===== src/rtl/btn_pkg.sv =====
// -----------------------------------------------------------------------------
// btn_pkg
// Shared definitions for the push-button conditioning slice:
//   - btn_state_t       : per-channel debounce state (2-bit encoding)
//   - DEBOUNCE_10MS_25M : stable-sample count for 10 ms at 25.125 MHz
//   - cnt_width()       : debounce counter width, max(1, clog2(n))
// No ports (package).
// -----------------------------------------------------------------------------
package btn_pkg;

    typedef enum logic [1:0] {
        IDLE         = 2'd0,
        PRESS_WAIT   = 2'd1,
        PRESSED      = 2'd2,
        RELEASE_WAIT = 2'd3
    } btn_state_t;

    localparam int DEBOUNCE_10MS_25M = 251250;

    // Counter must hold 0..n-1; a single cycle of qualification still needs one bit.
    function automatic int cnt_width(input int n);
        if (n <= 1) begin
            return 1;
        end else begin
            return $clog2(n);
        end
    endfunction

endpackage


===== src/rtl/btn_debounce_ch.sv =====
// -----------------------------------------------------------------------------
// btn_debounce_ch
// One button channel: 2-flop synchronizer, polarity normalization, debounce
// FSM with qualification counter, and (optionally) press/release pulses.
//
// Optional feature macro: BTN_CONDITIONER_EDGE_EN
//   defined   -> press_pulse / release_pulse are registered one-cycle pulses
//   undefined -> both tied to 0, pulse registers not built
//
// Ports:
//   clk           in   pixel clock, rising edge
//   rst           in   asynchronous active-high reset
//   raw           in   raw pad value, asynchronous to clk
//   level         out  debounced level, 1 = pressed (registered)
//   press_pulse   out  one-cycle pulse on accepted press
//   release_pulse out  one-cycle pulse on accepted release
// -----------------------------------------------------------------------------
module btn_debounce_ch
    import btn_pkg::*;
#(
    parameter int DEBOUNCE_CYCLES = DEBOUNCE_10MS_25M,
    parameter bit ACTIVE_LOW      = 1'b1
) (
    input  logic clk,
    input  logic rst,
    input  logic raw,
    output logic level,
    output logic press_pulse,
    output logic release_pulse
);

    localparam int             CW       = cnt_width(DEBOUNCE_CYCLES);
    localparam logic [CW-1:0]  CNT_LAST = CW'(DEBOUNCE_CYCLES - 1);
    localparam logic [CW-1:0]  CNT_ONE  = CW'(1);
    // Synchronizer resets to the idle pad level so reset never looks like a press.
    localparam logic           IDLE_RAW = ACTIVE_LOW;

    logic          sync1_r;
    logic          sync2_r;
    logic          act_s;
    btn_state_t    state_r;
    logic [CW-1:0] cnt_r;
    logic          level_r;

`ifdef BTN_CONDITIONER_EDGE_EN
    logic          press_r;
    logic          release_r;
`endif

    // Two-flop synchronizer bringing the asynchronous pad into the clk domain.
    always_ff @(posedge clk or posedge rst) begin
        if (rst) begin
            sync1_r <= IDLE_RAW;
            sync2_r <= IDLE_RAW;
        end else begin
            sync1_r <= raw;
            sync2_r <= sync1_r;
        end
    end

    // Normalize polarity after synchronization: 1 means "pressed".
    assign act_s = sync2_r ^ IDLE_RAW;

    // Debounce FSM: a level change is accepted only after DEBOUNCE_CYCLES
    // consecutive samples in the WAIT state; any opposite sample restarts.
    always_ff @(posedge clk or posedge rst) begin
        if (rst) begin
            state_r   <= IDLE;
            cnt_r     <= {CW{1'b0}};
            level_r   <= 1'b0;
`ifdef BTN_CONDITIONER_EDGE_EN
            press_r   <= 1'b0;
            release_r <= 1'b0;
`endif
        end else begin
`ifdef BTN_CONDITIONER_EDGE_EN
            press_r   <= 1'b0;
            release_r <= 1'b0;
`endif
            case (state_r)
                IDLE: begin
                    if (act_s) begin
                        state_r <= PRESS_WAIT;
                        cnt_r   <= {CW{1'b0}};
                    end
                end
                PRESS_WAIT: begin
                    if (!act_s) begin
                        state_r <= IDLE;
                        cnt_r   <= {CW{1'b0}};
                    end else if (cnt_r == CNT_LAST) begin
                        state_r <= PRESSED;
                        cnt_r   <= {CW{1'b0}};
                        level_r <= 1'b1;
`ifdef BTN_CONDITIONER_EDGE_EN
                        press_r <= 1'b1;
`endif
                    end else begin
                        cnt_r   <= cnt_r + CNT_ONE;
                    end
                end
                PRESSED: begin
                    if (!act_s) begin
                        state_r <= RELEASE_WAIT;
                        cnt_r   <= {CW{1'b0}};
                    end
                end
                RELEASE_WAIT: begin
                    if (act_s) begin
                        state_r <= PRESSED;
                        cnt_r   <= {CW{1'b0}};
                    end else if (cnt_r == CNT_LAST) begin
                        state_r   <= IDLE;
                        cnt_r     <= {CW{1'b0}};
                        level_r   <= 1'b0;
`ifdef BTN_CONDITIONER_EDGE_EN
                        release_r <= 1'b1;
`endif
                    end else begin
                        cnt_r     <= cnt_r + CNT_ONE;
                    end
                end
                default: begin
                    state_r <= IDLE;
                    cnt_r   <= {CW{1'b0}};
                    level_r <= 1'b0;
                end
            endcase
        end
    end

    assign level = level_r;

`ifdef BTN_CONDITIONER_EDGE_EN
    assign press_pulse   = press_r;
    assign release_pulse = release_r;
`else
    assign press_pulse   = 1'b0;
    assign release_pulse = 1'b0;
`endif

endmodule


===== src/rtl/btn_conditioner.sv =====
// -----------------------------------------------------------------------------
// btn_conditioner
// Conditions NUM_BTN raw, bouncing push-button pads into clean active-high
// levels in the pixel clock domain. Each channel is independent.
//
// Optional feature macro: BTN_CONDITIONER_EDGE_EN (press/release pulses;
// when undefined both pulse outputs are constant 0).
//
// Ports:
//   clk          in   pixel clock
//   rst          in   asynchronous active-high reset
//   btn_raw      in   [NUM_BTN] raw pads, asynchronous
//   btn_level    out  [NUM_BTN] debounced level, 1 = pressed
//   btn_press    out  [NUM_BTN] one-cycle accepted-press pulse
//   btn_release  out  [NUM_BTN] one-cycle accepted-release pulse
// -----------------------------------------------------------------------------
module btn_conditioner
    import btn_pkg::*;
#(
    parameter int NUM_BTN         = 5,
    parameter int DEBOUNCE_CYCLES = DEBOUNCE_10MS_25M,
    parameter bit ACTIVE_LOW      = 1'b1
) (
    input  logic               clk,
    input  logic               rst,
    input  logic [NUM_BTN-1:0] btn_raw,
    output logic [NUM_BTN-1:0] btn_level,
    output logic [NUM_BTN-1:0] btn_press,
    output logic [NUM_BTN-1:0] btn_release
);

    for (genvar i = 0; i < NUM_BTN; i++) begin : g_ch
        btn_debounce_ch #(
            .DEBOUNCE_CYCLES (DEBOUNCE_CYCLES),
            .ACTIVE_LOW      (ACTIVE_LOW)
        ) u_ch (
            .clk           (clk),
            .rst           (rst),
            .raw           (btn_raw[i]),
            .level         (btn_level[i]),
            .press_pulse   (btn_press[i]),
            .release_pulse (btn_release[i])
        );
    end

endmodule


===== config.mk =====
export PLATFORM = sky130hd
export DESIGN_NAME = btn_conditioner
export DESIGN_NICKNAME = d
export VERILOG_FILES = /design/src/rtl/btn_pkg.sv /design/src/rtl/btn_debounce_ch.sv /design/src/rtl/btn_conditioner.sv
export SDC_FILE = /design/constraint.sdc
export NUM_CORES = 1
export LEC_CHECK = 0
export ABC_AREA = 1
export CAP_MARGIN = 20
export CORE_AREA = 5 5 125 127
export CTS_BUF_LIST = sky130_fd_sc_hd__clkbuf_4 sky130_fd_sc_hd__clkbuf_8
export DETAILED_ROUTE_END_ITERATION = 12
export DIE_AREA = 0 0 130 132
export PLACE_DENSITY = 0.74
export SYNTH_ARGS = -nofsm -noshare
export SYNTH_HDL_FRONTEND = slang
export SYNTH_SLANG_ARGS = --single-unit

===== constraint.sdc =====
create_clock -name clk -period 3.6 [get_ports clk]
set_clock_uncertainty 0.05 [all_clocks]
set_input_delay 0.72 -clock clk [delete_from_list [all_inputs] [get_ports clk]]
set_output_delay 0.72 -clock clk [all_outputs]
set_load 0.02 [all_outputs]

==> metrics, run 1 <==
CTS Buffer Depth=2; HPWL Detailed=9202 µm; worst-skew pair later-pin latency=440 ps; WP data required=2830 ps; drt first-iter violations=351; Post-synth EDFFs=0; hold path depth=0; layout cell share with drive strength beyond 1=10.66%; Final Net Count=923; Peak VDD IR=0.2759 mV; global routing usage on met2=26.33%; FF+latch area=2890 µm²; H-Tree Depth=4; total CTS buffers=17; number of diodes=0; Via Count=5,542; Placer Congestion=0.8651; final core utilization=51.76%; TNS Setup=0 ps; crit-path cells=clkdlybuf4s50_1; DRT Wirelength=13,040 µm; Min-Delay Path Class=reg2reg; post-cts resize count=0; GRT Max-Usage Layer=met2; root buf cell=clkbuf_8; Buf/Inv on CP=1; DP Area=6959 µm²; Sink Count=115; final instance area=7408 µm²; number of global-route vias before repair=5,146; CTS tree=done; pwr dens=438.6 nW/µm²; post-synthesis sequential element count=115; # IOs=22; Async SR Flop Fraction=100.0%; Multi-input gate area=3258 µm²; Tot GR Track Use=16.73%; Final Worst Setup Slack=1429 ps; Detailed Routing Iterations Pass 1=5; width of the die=130 µm; sequential share of power=44.5%; most frequent cells in the layout=252 x nand2_1, 106 x inv_1, 105 x dfrtp_1, 85 x nand3_1, 76 x nor2_1; worst slack, placed=1648 ps; Final min period=2171 ps; clock share of power=41.6%; sw frac=28.57%; fill cell count=1,388; met3 GRT Util=4.173%; DR vias/cell=5.024; Max Cap Viol=0; core area=14,310 µm²; run status=completed; die area=17,160 µm²; largest net degree at the start of global routing=50; routed len/inst=11.82 µm; Hold-fix buffers, CTS=0; starting density of the core=46.70%; Synth Flop Type=dfrtp_1; Syn. warnings=0; relative slew slack=60.60%; Setup CP Type=reg2out; initial antenna violation count=0; first-pass GRT wire length=23,730 µm; Final Cycle Share=60.32%; Rows=44; CP Launch Type=flip-flop; worst-margin pin slew=591.0 ps; # setup viols final=0; commonest non-fill, non-tap cell in the layout=nand2_1; Comb pwr share=13.9%; number of remaining DRC errors=0; clock-pin transition on the worst setup and hold timing paths=70 ps; Layout area overhead=10.82%; synth unique cells=33; Post-Syn Instances=884; crit-path leading delay family=buffers and inverters; cells on worst reg2reg path=9; highest-delay cell along the critical path=clkdlybuf4s50_1; CP Max Fanout=2; crit path DAT=1400 ps; Final Hold Vio Count=0; fmax=460.5 MHz; Lkg Pwr=3.270 nW; unrepaired setup endpoints after global routing=false; postcts setup bufs=0; switching power=0.0009283 W; syn_area_per_cell=7.562 µm²; synthesized area=6685 µm²; Final Max Slew Viols=0; ANT nets after route=0; Pint=0.002321 W; Crit path largest cell delay=620 ps; GR Layer Usage met1=22.83%; Seq/Total Area, Yosys=43.23%; Levels on crit path=1; PortBufs=11; Worst Setup End Kind=output pin; GR Overflow Total=0; Die H=132 µm
-- path summary, 6_finish.rpt --
check / from / endpoint / slack (ps)
hold reg to reg: g_ch[1].u_ch.sync1_r / g_ch[1].u_ch.sync2_r / 300
hold / removal: g_ch[1].u_ch.sync1_r / g_ch[1].u_ch.sync2_r / 300
max in group asynchronous: rst / g_ch[3].u_ch.cnt_r[0] / 2160
setup reg to reg: g_ch[0].u_ch.cnt_r[0] / flip-flop / 1760
min in group asynchronous: rst / g_ch[0].u_ch.cnt_r[17] / 630
setup / recovery: g_ch[0].u_ch.level / btn_level[0] / 1430
-- per-layer routing --
| metal | part of all wire [%] | wire, µm | vias up |
|---|---|---|---|
| li1 | - | - | 2856 |
| met5 | 0 | 0 | - |
| met2 | 47 | 6097 | 76 |
| met1 | 48 | 6283 | 2593 |
| met4 | 1.2 | 158 | 0 |
| met3 | 3.8 | 496 | 17 |
-- registers in the layout (all words and copies together), names as in the netlist, named ones only --
name	cells
g_ch.u_ch.state_r	5
g_ch.u_ch.level	5
g_ch.u_ch.sync2_r	5
g_ch.u_ch.cnt_r	90
g_ch.u_ch.sync1_r	5
-- power by group through the flow --
stage / logic, W / clock network, W / registers [W]
floorplan: 0.000367 / 0 / 0.00144
global route: 0.000515 / 0.00145 / 0.00146
CTS: 0.000457 / 0.00138 / 0.00144
finish: 0.000452 / 0.00135 / 0.00145
global placement: 0.000446 / 0 / 0.00147
detailed placement: 0.000452 / 0 / 0.00147
-- through the flow --
| step | total power (W) | instances | hold slack (ps) |
|---|---|---|---|
| finish | 0.003249 | 1103 | 302.8 |
| global placement | 0.001912 | 1071 | 296.1 |
| floorplan | 0.001808 | 893 | 295.2 |
| global route | 0.003422 | 1103 | 312.1 |
| CTS | 0.003286 | 1103 | 304.4 |
| detailed placement | 0.001919 | 1071 | 296.8 |
-- cell usage after synthesis, types with 12 or more instances --
cell type,n,area [µm²]
nor2_1,76,285.3
nor2_4,12,135.1
xor2_1,25,219.0
nand2_1,252,945.9
buf_4,17,127.6
nand3_1,85,425.4
nand4_1,17,106.4
inv_1,107,401.6
nor3_1,13,65.06
o21ai_0,57,285.3
o22ai_1,18,112.6
dfrtp_1,105,2628
-- final cells by class --
type	instances	area share, %
Clock buffer	22	4.003
Clock inverter	10	2.060
Inverter	109	5.573
Multi-Input combinational cell	646	43.98
Sequential cell	115	39.01
Tap cell	184	3.108
Timing Repair Buffer	17	2.263
-- cells by family after synthesis --
kind of cell | synth area share (%)
AOI/OAI and AO/OA | 8.310
xor gates and xnor gates | 4.323
adders and majority gates | 1.872
buffers and inverters | 8.535
DFF | 43.23
other | 0.05609
and+or+nand+nor | 33.67
(Power assumes the default switching activity.)
==> inputs of run 2 (changes only) <==
- PLACE_DENSITY: 0.74 -> 0.72
- clock period: 3.6 -> 2 ns (I/O delays scaled with it)
==> metrics, run 2 (synthesized netlist as in run 1, its figures left out) <==
Worst Setup End Kind=output pin; CP Max Fanout=2 (unchanged); TNS Setup=0 ps (unchanged); width of the die=130 µm (unchanged); worst slack, placed=52.98 ps (-1595 ps); CP Launch Type=flip-flop; Die H=132 µm (unchanged); relative slew slack=62.72% (+2.1 points); Tot GR Track Use=16.74% (about the same); pwr dens=803.0 nW/µm² (+83%); Final Worst Setup Slack=132.8 ps (-1296 ps); crit-path leading delay family=buffers and inverters; Placer Congestion=0.8605 (-0.53%); largest net degree at the start of global routing=42 (-16%); number of global-route vias before repair=5,389 (+4.7%); WP data required=1550 ps (-1280 ps); Comb pwr share=13.9% (about the same); Levels on crit path=1 (unchanged); initial antenna violation count=0 (unchanged); sw frac=27.71% (-0.86 points); fill cell count=1,406 (+1.3%); fmax=535.6 MHz; drt first-iter violations=236 (-33%); max FFs per register=90 (unchanged); number of diodes=0 (unchanged); Layout area overhead=11.59%; CTS tree=done; largest register by flop count=g_ch.u_ch.cnt_r; die area=17,160 µm² (unchanged); Setup CP Type=reg2out; Min-Delay Path Class=in2async; HPWL Detailed=9325 µm (+1.3%); Final Hold Vio Count=0 (unchanged); CTS Buffer Depth=2 (unchanged); Final min period=1867 ps; Final Cycle Share=93.36%; postcts setup bufs=0 (unchanged); clock share of power=42.7% (+1.1 points); PortBufs=11 (unchanged); root buf cell=clkbuf_8; Via Count=5,550 (+0.14%); first-pass GRT wire length=23,780 µm (+0.23%); core area=14,310 µm² (unchanged); worst-margin pin slew=559.2 ps (-31.81 ps); Peak VDD IR=0.6182 mV (+120%); Final Max Slew Viols=0 (unchanged); Final Net Count=923 (unchanged); Sink Count=115 (unchanged); DRT Wirelength=13,240 µm (+1.6%); layout cell share with drive strength beyond 1=10.77% (+0.11 points); worst-skew pair later-pin latency=440 ps (about the same); DR vias/cell=5.032 (+0.14%); unrepaired setup endpoints after global routing=false; Detailed Routing Iterations Pass 1=5 (unchanged); crit-path cells=clkdlybuf4s50_1; run status=completed; ANT nets after route=0 (unchanged); Rows=44 (unchanged); highest-delay cell along the critical path=clkdlybuf4s50_1; number of remaining DRC errors=0 (unchanged); commonest non-fill, non-tap cell in the layout=nand2_1; sequential share of power=43.4% (-1.1 points); # setup viols final=0 (unchanged); Buf/Inv on CP=1 (unchanged); Pint=0.004330 W (+87%); clock-pin transition on the worst setup and hold timing paths=70 ps (about the same); Lkg Pwr=3.283 nW (+0.41%); # IOs=22 (unchanged); Max Cap Viol=0 (unchanged); crit path DAT=1420 ps (+20 ps); Crit path largest cell delay=610 ps (about the same); most frequent cells in the layout=252 x nand2_1, 106 x inv_1, 105 x dfrtp_1, 85 x nand3_1, 75 x nor2_1; H-Tree Depth=4 (unchanged); cells on worst reg2reg path=9 (unchanged); starting density of the core=46.70% (unchanged); routed len/inst=12.01 µm (+1.6%); switching power=0.001660 W (+79%); total CTS buffers=17 (unchanged); GR Overflow Total=0 (unchanged)
## run 2: timing repair
item / in CTS / in global routing
hold buffers: 0 / 0
gates resized for setup: 0 / 1
endpoints found under the setup margin: 0 / 7
## run 2: layout make-up
type                            count  area [µm²]  share of cell area, %
Multi-Input combinational cell    646        3261                  43.71
Sequential cell                   115        2890                  38.75
Inverter                          109       412.9                  5.535
Clock buffer                       23       297.8                  3.992
Tap cell                          184       230.2                  3.086
Timing Repair Buffer               17       192.7                  2.583
Clock inverter                      9       175.2                  2.348
## run 2: through the flow
stage          total power (W)  instances  util [%]  cell area (µm²)  hold slack [ps]
4_1_cts               0.006071       1103     52.10             7457            243.2
3_5_place_dp          0.003481       1071     48.79             6984            297.8
6_report              0.005990       1103     52.12             7460            258.3
3_3_place_gp          0.003457       1071     48.79             6984            297.3
2_1_floorplan         0.003255        893         -             6723            295.2
5_1_grt               0.006326       1103     52.12             7460            271.9
## run 2: per-layer routing
metal	part of all wire, %	global-route usage [%]	vias up
met3	3.8	4.660	19
li1	-	-	2858
met1	47	21.23	2586
met5	0	0	-
met4	1.6	5.254	0
met2	48	27.65	87
## run 2: power by group through the flow
stage	combinational, W	sequential, W	clock, W
6_report	0.000835	0.00260	0.00255
5_1_grt	0.000963	0.00263	0.00274
4_1_cts	0.000853	0.00260	0.00262
3_5_place_dp	0.000838	0.00264	0
3_3_place_gp	0.000818	0.00264	0
2_1_floorplan	0.000660	0.00260	0
## run 2: worst reg2reg max path, cell delays in order, from the launching register on
cell	delay (ps)
dfrtp_1	450
ha_1	190
nand2_1	50
nor2_1	90
nand3_1	120
nor2_2	190
nor2_2	50
buf_4	180
o21ai_0	150
nand2_1	60
## run 2: final timing paths
kind	from	to	slack [ps]
setup / recovery	g_ch[1].u_ch.level	btn_level[1]	130
hold / removal	rst	g_ch[4].u_ch.cnt_r[11]	260
setup reg to reg	g_ch[0].u_ch.cnt_r[0]	flip-flop	310
hold reg to reg	g_ch[4].u_ch.sync1_r	g_ch[4].u_ch.sync2_r	310
max in group asynchronous	rst	g_ch[1].u_ch.sync2_r	1050
min in group clk	g_ch[4].u_ch.sync1_r	g_ch[4].u_ch.sync2_r	310
